==> config.mk <==
export PLATFORM = sky130hd
export DESIGN_NAME = adder_share_arb
export DESIGN_NICKNAME = d
export VERILOG_FILES = /design/src/rtl/adder_share_arb.sv
export SDC_FILE = /design/constraint.sdc
export NUM_CORES = 1
export LEC_CHECK = 0
export CORE_AREA = 5 5 84 86
export DETAILED_ROUTE_END_ITERATION = 8
export DIE_AREA = 0 0 89 91
export PLACE_DENSITY = 0.79
export SLEW_MARGIN = 15
export SYNTH_ARGS = -nofsm -noshare
export SYNTH_HDL_FRONTEND = slang
export SYNTH_SLANG_ARGS = --single-unit
==> constraint.sdc <==
create_clock -name clock -period 3.74 [get_ports clock]
set_input_delay 0.748 -clock clock [delete_from_list [all_inputs] [get_ports clock]]
set_output_delay 0.748 -clock clock [all_outputs]
set_load 0.02 [all_outputs]
==> src/rtl/adder_share_arb.sv <==
`default_nettype none
// ============================================================================
// Module      : adder_share_arb
// Description : Round-robin arbiter sharing one adder between two requesters,
//               each with a registered one-entry response slot.
// Revision    : 1.0 - initial release
// ============================================================================
module adder_share_arb #(
    parameter int WIDTH = 8,
    parameter int CNT_W = 16
) (
    input  logic             clock,
    input  logic             reset_n,
    input  logic             a_req_valid,
    output logic             a_req_ready,
    input  logic [WIDTH-1:0] a_op1,
    input  logic [WIDTH-1:0] a_op2,
    output logic             a_rsp_valid,
    input  logic             a_rsp_ready,
    output logic [WIDTH-1:0] a_rsp_sum,
    output logic             a_rsp_carry,
    input  logic             b_req_valid,
    output logic             b_req_ready,
    input  logic [WIDTH-1:0] b_op1,
    input  logic [WIDTH-1:0] b_op2,
    output logic             b_rsp_valid,
    input  logic             b_rsp_ready,
    output logic [WIDTH-1:0] b_rsp_sum,
    output logic             b_rsp_carry,
    output logic [CNT_W-1:0] a_count,
    output logic [CNT_W-1:0] b_count
);

    typedef enum logic [0:0] {
        SLOT_EMPTY = 1'b0,
        SLOT_FULL  = 1'b1
    } slot_state_t;

    localparam logic [CNT_W-1:0] C_CNT_MAX = '1;

    slot_state_t      r_a_state;
    slot_state_t      r_b_state;
    logic             r_last_b;
    logic [WIDTH-1:0] r_a_sum;
    logic [WIDTH-1:0] r_b_sum;
    logic             r_a_carry;
    logic             r_b_carry;
    logic [CNT_W-1:0] r_a_count;
    logic [CNT_W-1:0] r_b_count;

    logic             w_a_elig;
    logic             w_b_elig;
    logic             w_a_grant;
    logic             w_b_grant;
    logic [WIDTH-1:0] w_add_op1;
    logic [WIDTH-1:0] w_add_op2;
    logic [WIDTH:0]   w_add_sum;

    // A full slot whose consumer drains this cycle can be refilled in the same cycle.
    assign w_a_elig  = a_req_valid && ((r_a_state == SLOT_EMPTY) || a_rsp_ready);
    assign w_b_elig  = b_req_valid && ((r_b_state == SLOT_EMPTY) || b_rsp_ready);
    assign w_a_grant = w_a_elig && (!w_b_elig || r_last_b);
    assign w_b_grant = w_b_elig && !w_a_grant;

    assign w_add_op1 = w_a_grant ? a_op1 : b_op1;
    assign w_add_op2 = w_a_grant ? a_op2 : b_op2;
    assign w_add_sum = {1'b0, w_add_op1} + {1'b0, w_add_op2};

    // Flops never see the gated grant; reset_n only masks the handshake outputs.
    assign a_req_ready = w_a_grant & reset_n;
    assign b_req_ready = w_b_grant & reset_n;

    always_ff @(posedge clock or negedge reset_n) begin
        if (!reset_n) begin
            r_a_state <= SLOT_EMPTY;
            r_b_state <= SLOT_EMPTY;
            r_last_b  <= 1'b1;
            r_a_sum   <= '0;
            r_b_sum   <= '0;
            r_a_carry <= 1'b0;
            r_b_carry <= 1'b0;
            r_a_count <= '0;
            r_b_count <= '0;
        end else begin
            if (w_a_grant) begin
                r_a_state <= SLOT_FULL;
                r_a_sum   <= w_add_sum[WIDTH-1:0];
                r_a_carry <= w_add_sum[WIDTH];
                r_last_b  <= 1'b0;
                if (r_a_count != C_CNT_MAX) begin
                    r_a_count <= r_a_count + 1'b1;
                end
            end else if ((r_a_state == SLOT_FULL) && a_rsp_ready) begin
                r_a_state <= SLOT_EMPTY;
            end

            if (w_b_grant) begin
                r_b_state <= SLOT_FULL;
                r_b_sum   <= w_add_sum[WIDTH-1:0];
                r_b_carry <= w_add_sum[WIDTH];
                r_last_b  <= 1'b1;
                if (r_b_count != C_CNT_MAX) begin
                    r_b_count <= r_b_count + 1'b1;
                end
            end else if ((r_b_state == SLOT_FULL) && b_rsp_ready) begin
                r_b_state <= SLOT_EMPTY;
            end
        end
    end

    assign a_rsp_valid = (r_a_state == SLOT_FULL);
    assign b_rsp_valid = (r_b_state == SLOT_FULL);
    assign a_rsp_sum   = r_a_sum;
    assign b_rsp_sum   = r_b_sum;
    assign a_rsp_carry = r_a_carry;
    assign b_rsp_carry = r_b_carry;
    assign a_count     = r_a_count;
    assign b_count     = r_b_count;

endmodule
`default_nettype wire

==> results by group, run 1 <==
Run status
  • Outcome: finished clean

Synth
  • Seq cells post-synth: 53
  • Mapped cell area: 0.002773 sq mm
  • Syn Area/Cell: 11.00 sq um
  • Mapped Nets: 301
  • Gate Count Post-Synth: 252
  • Sequential area share after synthesis: 47.88%
  • Synth Warn #: 0
  • Synth cell types: 38

CTS
  • Latest clock arrival within the worst-skew pair: 0.30 ns
  • CTS buffer count: 5
  • TritonCTS Sinks: 53
  • CTS tree: yes
  • Root buffer cell: clkbuf_8
  • Max H-tree Level: 2
  • Clock Pin Slew Worst Setup and Hold Paths: 0.09 ns
  • CTS Buffer Depth: 2
  • Buffers inserted during post-CTS setup optimization: 0

Global route
  • Gr ovfl total: 0
  • Most used routing layer in global routing: met2
  • First-pass GRT wire length: 10900 um
  • Met1 GRT Util: 21.75%
  • Gr usage total: 16.83%
  • Number of global-route vias before repair: 2276
  • Global-route met3 utilization: ~5.0%
  • Met2 global-route usage: 27.72%
  • Largest net degree at the start of global routing: 54
  • Initial antenna violation count: 0

Final layout
  • Antenna cells: 0
  • Area Overhead vs Synth: 42.51%
  • Filler instances: 508
  • Nets@finish: approximately 400
  • Fraction of layout cells with a size suffix above 1: between 10% and 20%

Drt
  • Vias: about 2300
  • Drt initial violations: 71
  • Vias per cell: ~5.3
  • Antenna-violating nets left: 0
  • DRC violations left: 0
  • Drt total wl: 6609 um
  • Routed len/inst: roughly 15 um
  • DR pass1 iterations: 4

Floorplan
  • Starting density of the core: 44.69%
  • IO Count: slightly above 90
  • FP Rows: 29
  • Die Y: 91 um
  • Core area: between 0.006 and 0.007 sq mm
  • Die W: 89 um
  • Die area: 0.008099 sq mm

Setup path
  • Max stage delay on crit path: 0.55 ns
  • Crit. End Element: output port
  • Critical Path RT: 2.99 ns
  • Slowest CP cell: clkdlybuf4s50_1
  • Cells along the critical path: clkdlybuf4s50_1 -> inv_1 -> o311ai_4 -> buf_4 -> nor2_1 -> clkdlybuf4s50_1
  • Critical path data arrival time: around 2.7 ns
  • CP dominant cell by count: clkdlybuf4s50_1
  • CP Launch Type: input port
  • CP Buf/Inv Count: 4
  • Critical setup path kind: input port to output port
  • Crit path max-delay family: buffers and inverters
  • Worst Path Max Fanout: 18

Timing
  • Clock skew: 0.006661 ns
  • Post-Route Setup TNS: 0 ns
  • # setup viols final: 0
  • Final Hold Violating Endpoints: 0
  • Min Tclk post-route: 3.476 ns
  • Final Max Tran Viols: 0
  • Fmax: 287.7 MHz
  • RSZ-0062 raised after global routing: no
  • Fin crit share: 92.93%
  • Slew HR: 55.85%
  • Worst slew pin tran: 0.6623 ns

Power
  • Worst vdd rail ir drop: 0.0004034 V
  • Sw Share: a little over a third
  • Switch Pwr: between 800 and 900 uW
  • Power Total: around 2.3 mW
  • Comb power frac: 44.1%
  • Internal power: 1.474 mW
  • Pleak: 1.668 nW
  • Power per cell area: 583.4 mW/mm^2
  • Flop pwr share: 38.5%
  • Clock power share: 17.4%

Flow run
  • Max-cap violation count: 0

Worst hold path
  • Worst Hold Class: flop to flop

Place
  • IO buf count: 91
  • HPWL Detailed: 5062 um
  • GPL Wtd Cong: roughly 0.8
## layout make-up
class,count,area [sq um],share of cell area [%]
inverter,4,15.01,0.3800
clock buffer,7,86.33,2.185
multi-input combinational,187,1400,35.43
tap,77,96.34,2.438
timing repair buffer,103,996.0,25.21
sequential,53,1328,33.60
clock inverter,1,30.03,0.7600
## tightest hold or removal path, delay by kind of cell, from the launching register on
family	cells	cell delay [ns]
flip-flops	1	0.35
AO/OA/AOI/OAI	1	0.07
AND/OR/NAND/NOR	1	0.04
## path summary, 6_finish.rpt
kind | start | endpoint | slack (ns) | depth (start not counted)
min reg2reg | a_rsp_sum[4] | a_rsp_sum[4] | 0.49 | 2
min in group asynchronous | reset_n | a_count[15] | 0.60 | 2
max | b_req_valid | a_req_ready | 0.26 | 6
max in group asynchronous | reset_n | b_rsp_carry | 2.70 | 2
min | a_rsp_sum[4] | a_rsp_sum[4] | 0.49 | 2
max reg2reg | b_rsp_valid | b_rsp_carry | 0.78 | 10
## metal layers
| metal | vias up | share of wire (%) |
|---|---|---|
| li1 | 1101 | - |
| met1 | 1103 | 42 |
| met2 | 69 | 49 |
| met3 | 10 | 7.8 |
| met4 | 0 | 1.2 |
| met5 | - | 0 |
## synthesized netlist by cell type (all sizes together)
master | number | area, sq um
and2 | 5 | 31.28
clkbuf | 1 | 3.750
a41oi | 3 | 41.29
o21ai | 16 | 80.08
and3 | 8 | 50.05
a211oi | 1 | 7.510
nor3 | 3 | 20.02
nor2b | 2 | 12.51
a31oi | 3 | 18.77
nand3 | 8 | 40.04
a221oi | 1 | 8.760
inv | 4 | 15.01
o311ai | 1 | 16.27
a311o | 1 | 10.01
fa | 1 | 20.02
a21oi | 3 | 15.01
mux2 | 23 | 259.0
dfrtp | 52 | 1301
o21bai | 1 | 7.510
o211ai | 1 | 7.510
a211o | 2 | 17.52
nor4 | 1 | 6.260
nand2b | 4 | 32.53
ha | 10 | 125.1
xnor2 | 23 | 201.4
nand4 | 15 | 93.84
buf | 7 | 42.54
nand2 | 25 | 93.84
dfstp | 1 | 26.28
a21o | 4 | 30.03
xor2 | 11 | 96.34
nor2 | 11 | 41.29
## timing repair
item | in CTS | in global routing
resized for setup | 0 | 1
endpoints found under the hold margin | 0 | 0
setup endpoints to repair | 0 | 2
hold buffers | 0 | 0
## flip-flops by register name, indices dropped and copies added (netlist names)
register	flops
a_rsp_carry	1
b_rsp_sum	8
a_count	16
a_rsp_sum	8
a_rsp_valid	1
r_last_b	1
b_rsp_carry	1
b_rsp_valid	1
b_count	16
## stage by stage
| stage | instances | worst slack [ns] | hold WS [ns] | util, % | cell area (sq um) |
|---|---|---|---|---|---|
| after floorplan | 252 | 0.3182 | 0.4524 | - | 2773 |
| after global placement | 424 | -0.03614 | 0.4608 | 61.71 | 3829 |
| after detailed placement | 424 | -0.1049 | 0.4787 | 61.71 | 3829 |
| after CTS | 432 | 0.1791 | 0.4978 | 63.58 | 3945 |
| after global routing | 432 | 0.1002 | 0.5075 | 63.68 | 3951 |
| final | 432 | 0.2643 | 0.4907 | 63.68 | 3951 |
## layout by cell type, fill, tap and decap left out
master / synthesis / layout
nor4_1: 1 / 1
fa_1: 1 / 1
nand2b_4: 1 / 1
nor2_1: 11 / 11
mux2_2: 23 / 23
xor2_1: 11 / 11
buf_2: 4 / 1
clkbuf_1: 1 / 1
o211ai_1: 1 / 1
nand2b_1: 3 / 3
a311o_1: 1 / 1
nand4_1: 15 / 15
o21ai_0: 16 / 16
and2_1: 5 / 5
a211o_1: 2 / 2
a211oi_1: 1 / 1
a21oi_1: 3 / 3
dfstp_2: 1 / 1
bufinv_16: 0 / 1
a31oi_1: 3 / 3
clkbuf_8: 0 / 6
clkdlybuf4s50_1: 0 / 90
inv_1: 4 / 4
nand2_1: 25 / 25
and3_1: 8 / 8
nand3_1: 8 / 8
dfrtp_1: 52 / 52
o311ai_4: 0 / 1
nor2b_1: 2 / 2
ha_1: 10 / 10
a221oi_2: 0 / 1
xnor2_1: 23 / 23
nor3_2: 1 / 1
a41oi_1: 1 / 1
nor3_1: 2 / 2
a21o_1: 4 / 4
o21bai_1: 1 / 1
buf_4: 1 / 12
a41oi_2: 2 / 2
## power groups by stage
stage	registers [mW]	logic, mW	clock network, mW
2_1_floorplan	1.06	0.338	0
3_3_place_gp	0.897	0.996	0
3_5_place_dp	0.895	1.02	0
4_1_cts	0.890	1.03	0.409
5_1_grt	0.914	1.10	0.434
6_report	0.887	1.02	0.402
## kinds of logic (layout without fill, tap and decap cells)
kind of cell	count (synthesis)	count (layout)	share of synthesized area, %
compound gates	37	37	9.387
xor+xnor	34	34	10.74
fa+ha+maj	11	11	5.235
buf+inv	12	115	2.211
flops	53	53	47.88
mux	23	23	9.341
simple gates	82	82	15.21
Power figures use the tool's default switching activity.
==> run 2, diff against run 1 <==
--- a/config.mk
+++ b/config.mk
@@ -6,6 +6,7 @@
 export NUM_CORES = 1
 export LEC_CHECK = 0
 export CORE_AREA = 5 5 84 86
+export CTS_CLUSTER_SIZE = 24
 export DETAILED_ROUTE_END_ITERATION = 8
 export DIE_AREA = 0 0 89 91
 export PLACE_DENSITY = 0.79
==> results of run 2 <==
The final DEF is identical to that of run 1; final timing and power are the same.
==> run 3, diff against run 2 <==
--- a/config.mk
+++ b/config.mk
@@ -5,11 +5,13 @@
 export SDC_FILE = /design/constraint.sdc
 export NUM_CORES = 1
 export LEC_CHECK = 0
-export CORE_AREA = 5 5 84 86
+export CAP_MARGIN = 10
+export CORE_AREA = 5 5 83 85
+export CTS_BUF_LIST = sky130_fd_sc_hd__clkbuf_8
 export CTS_CLUSTER_SIZE = 24
 export DETAILED_ROUTE_END_ITERATION = 8
-export DIE_AREA = 0 0 89 91
-export PLACE_DENSITY = 0.79
+export DIE_AREA = 0 0 88 90
+export PLACE_DENSITY = 0.81
 export SLEW_MARGIN = 15
 export SYNTH_ARGS = -nofsm -noshare
 export SYNTH_HDL_FRONTEND = slang
==> results by group, run 3 (synthesis gave the netlist of run 1 again) <==
Global route
  • First-pass GRT wire length: 10960 um (+0.63%)
  • Gr usage total: 17.14% (+0.31 points)
  • Largest net degree at the start of global routing: 54 (unchanged)
  • Initial antenna violation count: 0 (unchanged)
  • Gr ovfl total: 0 (unchanged)
  • Number of global-route vias before repair: 2277 (+0.044%)

Final layout
  • Area Overhead vs Synth: 40.93%
  • Antenna cells: 0 (unchanged)
  • Final Non-Filler Cells: 427 (-1.2%)
  • Nets@finish: 398 (-1.2%)
  • Most frequent cells in the layout: clkdlybuf4s50_1 (90), dfrtp_1 (52), nand2_1 (25)
  • Fraction of layout cells with a size suffix above 1: 12.57% (-1.5 points)
  • Commonest non-fill, non-tap cell in the layout: clkdlybuf4s50_1

Power
  • Worst vdd rail ir drop: 0.0003781 V (-6.3%)
  • Pleak: 1.645 nW (-1.4%)
  • Power per cell area: 581.2 mW/mm^2 (-0.38%)

Drt
  • Met3 wire len: 480 um (-6.4%)
  • Vias: 2249 (-1.5%)
  • DRC violations left: 0 (unchanged)
  • DR top layer: met4
  • Drt total wl: 6660 um (+0.77%)
  • Antenna-violating nets left: 0 (unchanged)
  • Routed len/inst: 15.60 um (+2.0%)
  • Vias per cell: 5.267 (-0.34%)
  • Drt initial violations: 95 (+34%)
  • Post-Route M1 WL: 2708 um (-1.5%)
  • DR pass1 iterations: 4 (unchanged)
  • Met2 routed WL: 3421 um (+4.7%)

Timing
  • # setup viols final: 0 (unchanged)
  • Min Tclk post-route: 3.524 ns (+0.04779 ns)
  • RSZ-0062 raised after global routing: no
  • Final WS setup: 0.2165 ns (-0.04779 ns)
  • Clock skew: 0.004964 ns (-0.001697 ns)
  • Fin crit share: 94.21% (+1.3 points)
  • Fmax: 283.8 MHz (-1.4%)
  • Hold_ws: 0.4901 ns (-0.0006150 ns)
  • Final Max Tran Viols: 0 (unchanged)
  • Final Hold Violating Endpoints: 0 (unchanged)
  • Slew HR: 56.18% (+0.33 points)
  • Worst slew pin tran: 0.6573 ns (-0.004934 ns)

Setup path
  • Crit path max-delay family: compound AO/OA/AOI/OAI gates
  • CP Launch Type: input port
  • Crit. End Element: flop
  • Critical Path RT: 3.91 ns (+0.92 ns)
  • CP dominant cell by count: o21ai_0
  • CP Buf/Inv Count: 3 (-1)
  • Critical setup path kind: input port to flop
  • Critical path data arrival time: 3.70 ns (+0.97 ns)
  • Max stage delay on crit path: 0.51 ns (-0.04 ns)
  • Slowest CP cell: clkdlybuf4s50_1
  • Cells along the critical path: clkdlybuf4s50_1 -> inv_1 -> o311ai_4 -> buf_4 -> mux2_2 -> fa_1 -> a21o_1 -> a221oi_1 -> o21ai_0 -> o21ai_0 -> o21ai_0
  • Worst Path Max Fanout: 10 (-8)

Floorplan
  • Core area: 0.006132 sq mm (-1.2%)
  • Die area: 0.007920 sq mm (-2.2%)
  • Starting density of the core: 45.22% (+0.53 points)
  • Die Y: 90 um (-1.1%)
  • Die W: 88 um (-1.1%)
  • IO Count: 92 (unchanged)
  • FP Rows: 29 (unchanged)

Run status
  • Outcome: finished clean

CTS
  • CTS buffer count: 5 (unchanged)
  • CTS Buffer Depth: 2 (unchanged)
  • Max H-tree Level: 2 (unchanged)
  • Buffers inserted during post-CTS setup optimization: 0 (unchanged)
  • Latest clock arrival within the worst-skew pair: 0.30 ns (about the same)
  • Hold_buf cts: 0 (unchanged)
  • Post-cts repair resize count: 0 (unchanged)
  • TritonCTS Sinks: 53 (unchanged)
  • CTS tree: yes
  • Clock Pin Slew Worst Setup and Hold Paths: 0.09 ns (about the same)
  • Root buffer cell: clkbuf_8

Place
  • Placed cell count: 419 (-1.2%)
  • Pre-CTS setup slack: -0.1074 ns (-0.002452 ns)
  • HPWL Detailed: 5205 um (+2.8%)
  • GPL Wtd Cong: 0.8262 (+1.4%)
  • IO buf count: 91 (unchanged)

Worst hold path
  • Worst Hold Class: flop to flop

Flow run
  • Max-cap violation count: 0 (unchanged)
-- run 3: cell count changes in the layout (fill, tap and decap cells not counted), sizes merged --
cell and delta:
buf -5, inv +1, clkbuf -1
-- run 3: per-layer routing --
layer / vias to the layer above / GRT usage, %
li1: 1089 / -
met2: 71 / 29.33
met5: - / 0
met3: 4 / 3.748
met4: 0 / 3.453
met1: 1085 / 22.04
-- run 3: report_power, final --
part	total, mW	switching, mW	internal (mW)
clock network	0.395	0.179	0.216
registers	0.883	0.145	0.738
logic	0.993	0.492	0.501
-- run 3: worst paths after layout --
kind,from,to,slack [ns],cells after the start
worst min register to register,a_rsp_sum[3],a_rsp_sum[3],0.49,2
min in group asynchronous,reset_n,a_count[5],0.62,2
worst max register to register,b_rsp_valid,a_rsp_carry,0.75,10
max in group asynchronous,reset_n,b_count[13],2.68,2
worst min-delay path,a_rsp_sum[3],a_rsp_sum[3],0.49,2
worst max-delay path,b_req_valid,a_rsp_carry,0.22,11
-- run 3: layout make-up --
cell class                 instances  area [sq um]
multi-input combinational        187          1394
clock buffer                       6         82.58
sequential                        53          1328
inverter                           4         15.01
clock inverter                     2         33.78
fill                             512          2225
tap                               77         96.34
timing repair buffer              98         958.4
-- run 3: through the flow --
step / cell area, sq um / utilization (%) / power, mW / setup TNS, ns
6_report: 3908 / 63.72 / 2.271 / 0
5_1_grt: 3908 / 63.72 / 2.408 / 0
4_1_cts: 3908 / 63.72 / 2.296 / 0
3_5_place_dp: 3791 / 61.82 / 1.897 / -0.3684
3_3_place_gp: 3791 / 61.82 / 1.874 / -0.05879
2_1_floorplan: 2773 / - / 1.402 / 0
-- run 3: worst min-delay path: stages (launching register included) --
cell and delay [ns]:
dfrtp_1 0.35, nand2_1 0.05, o21ai_0 0.06
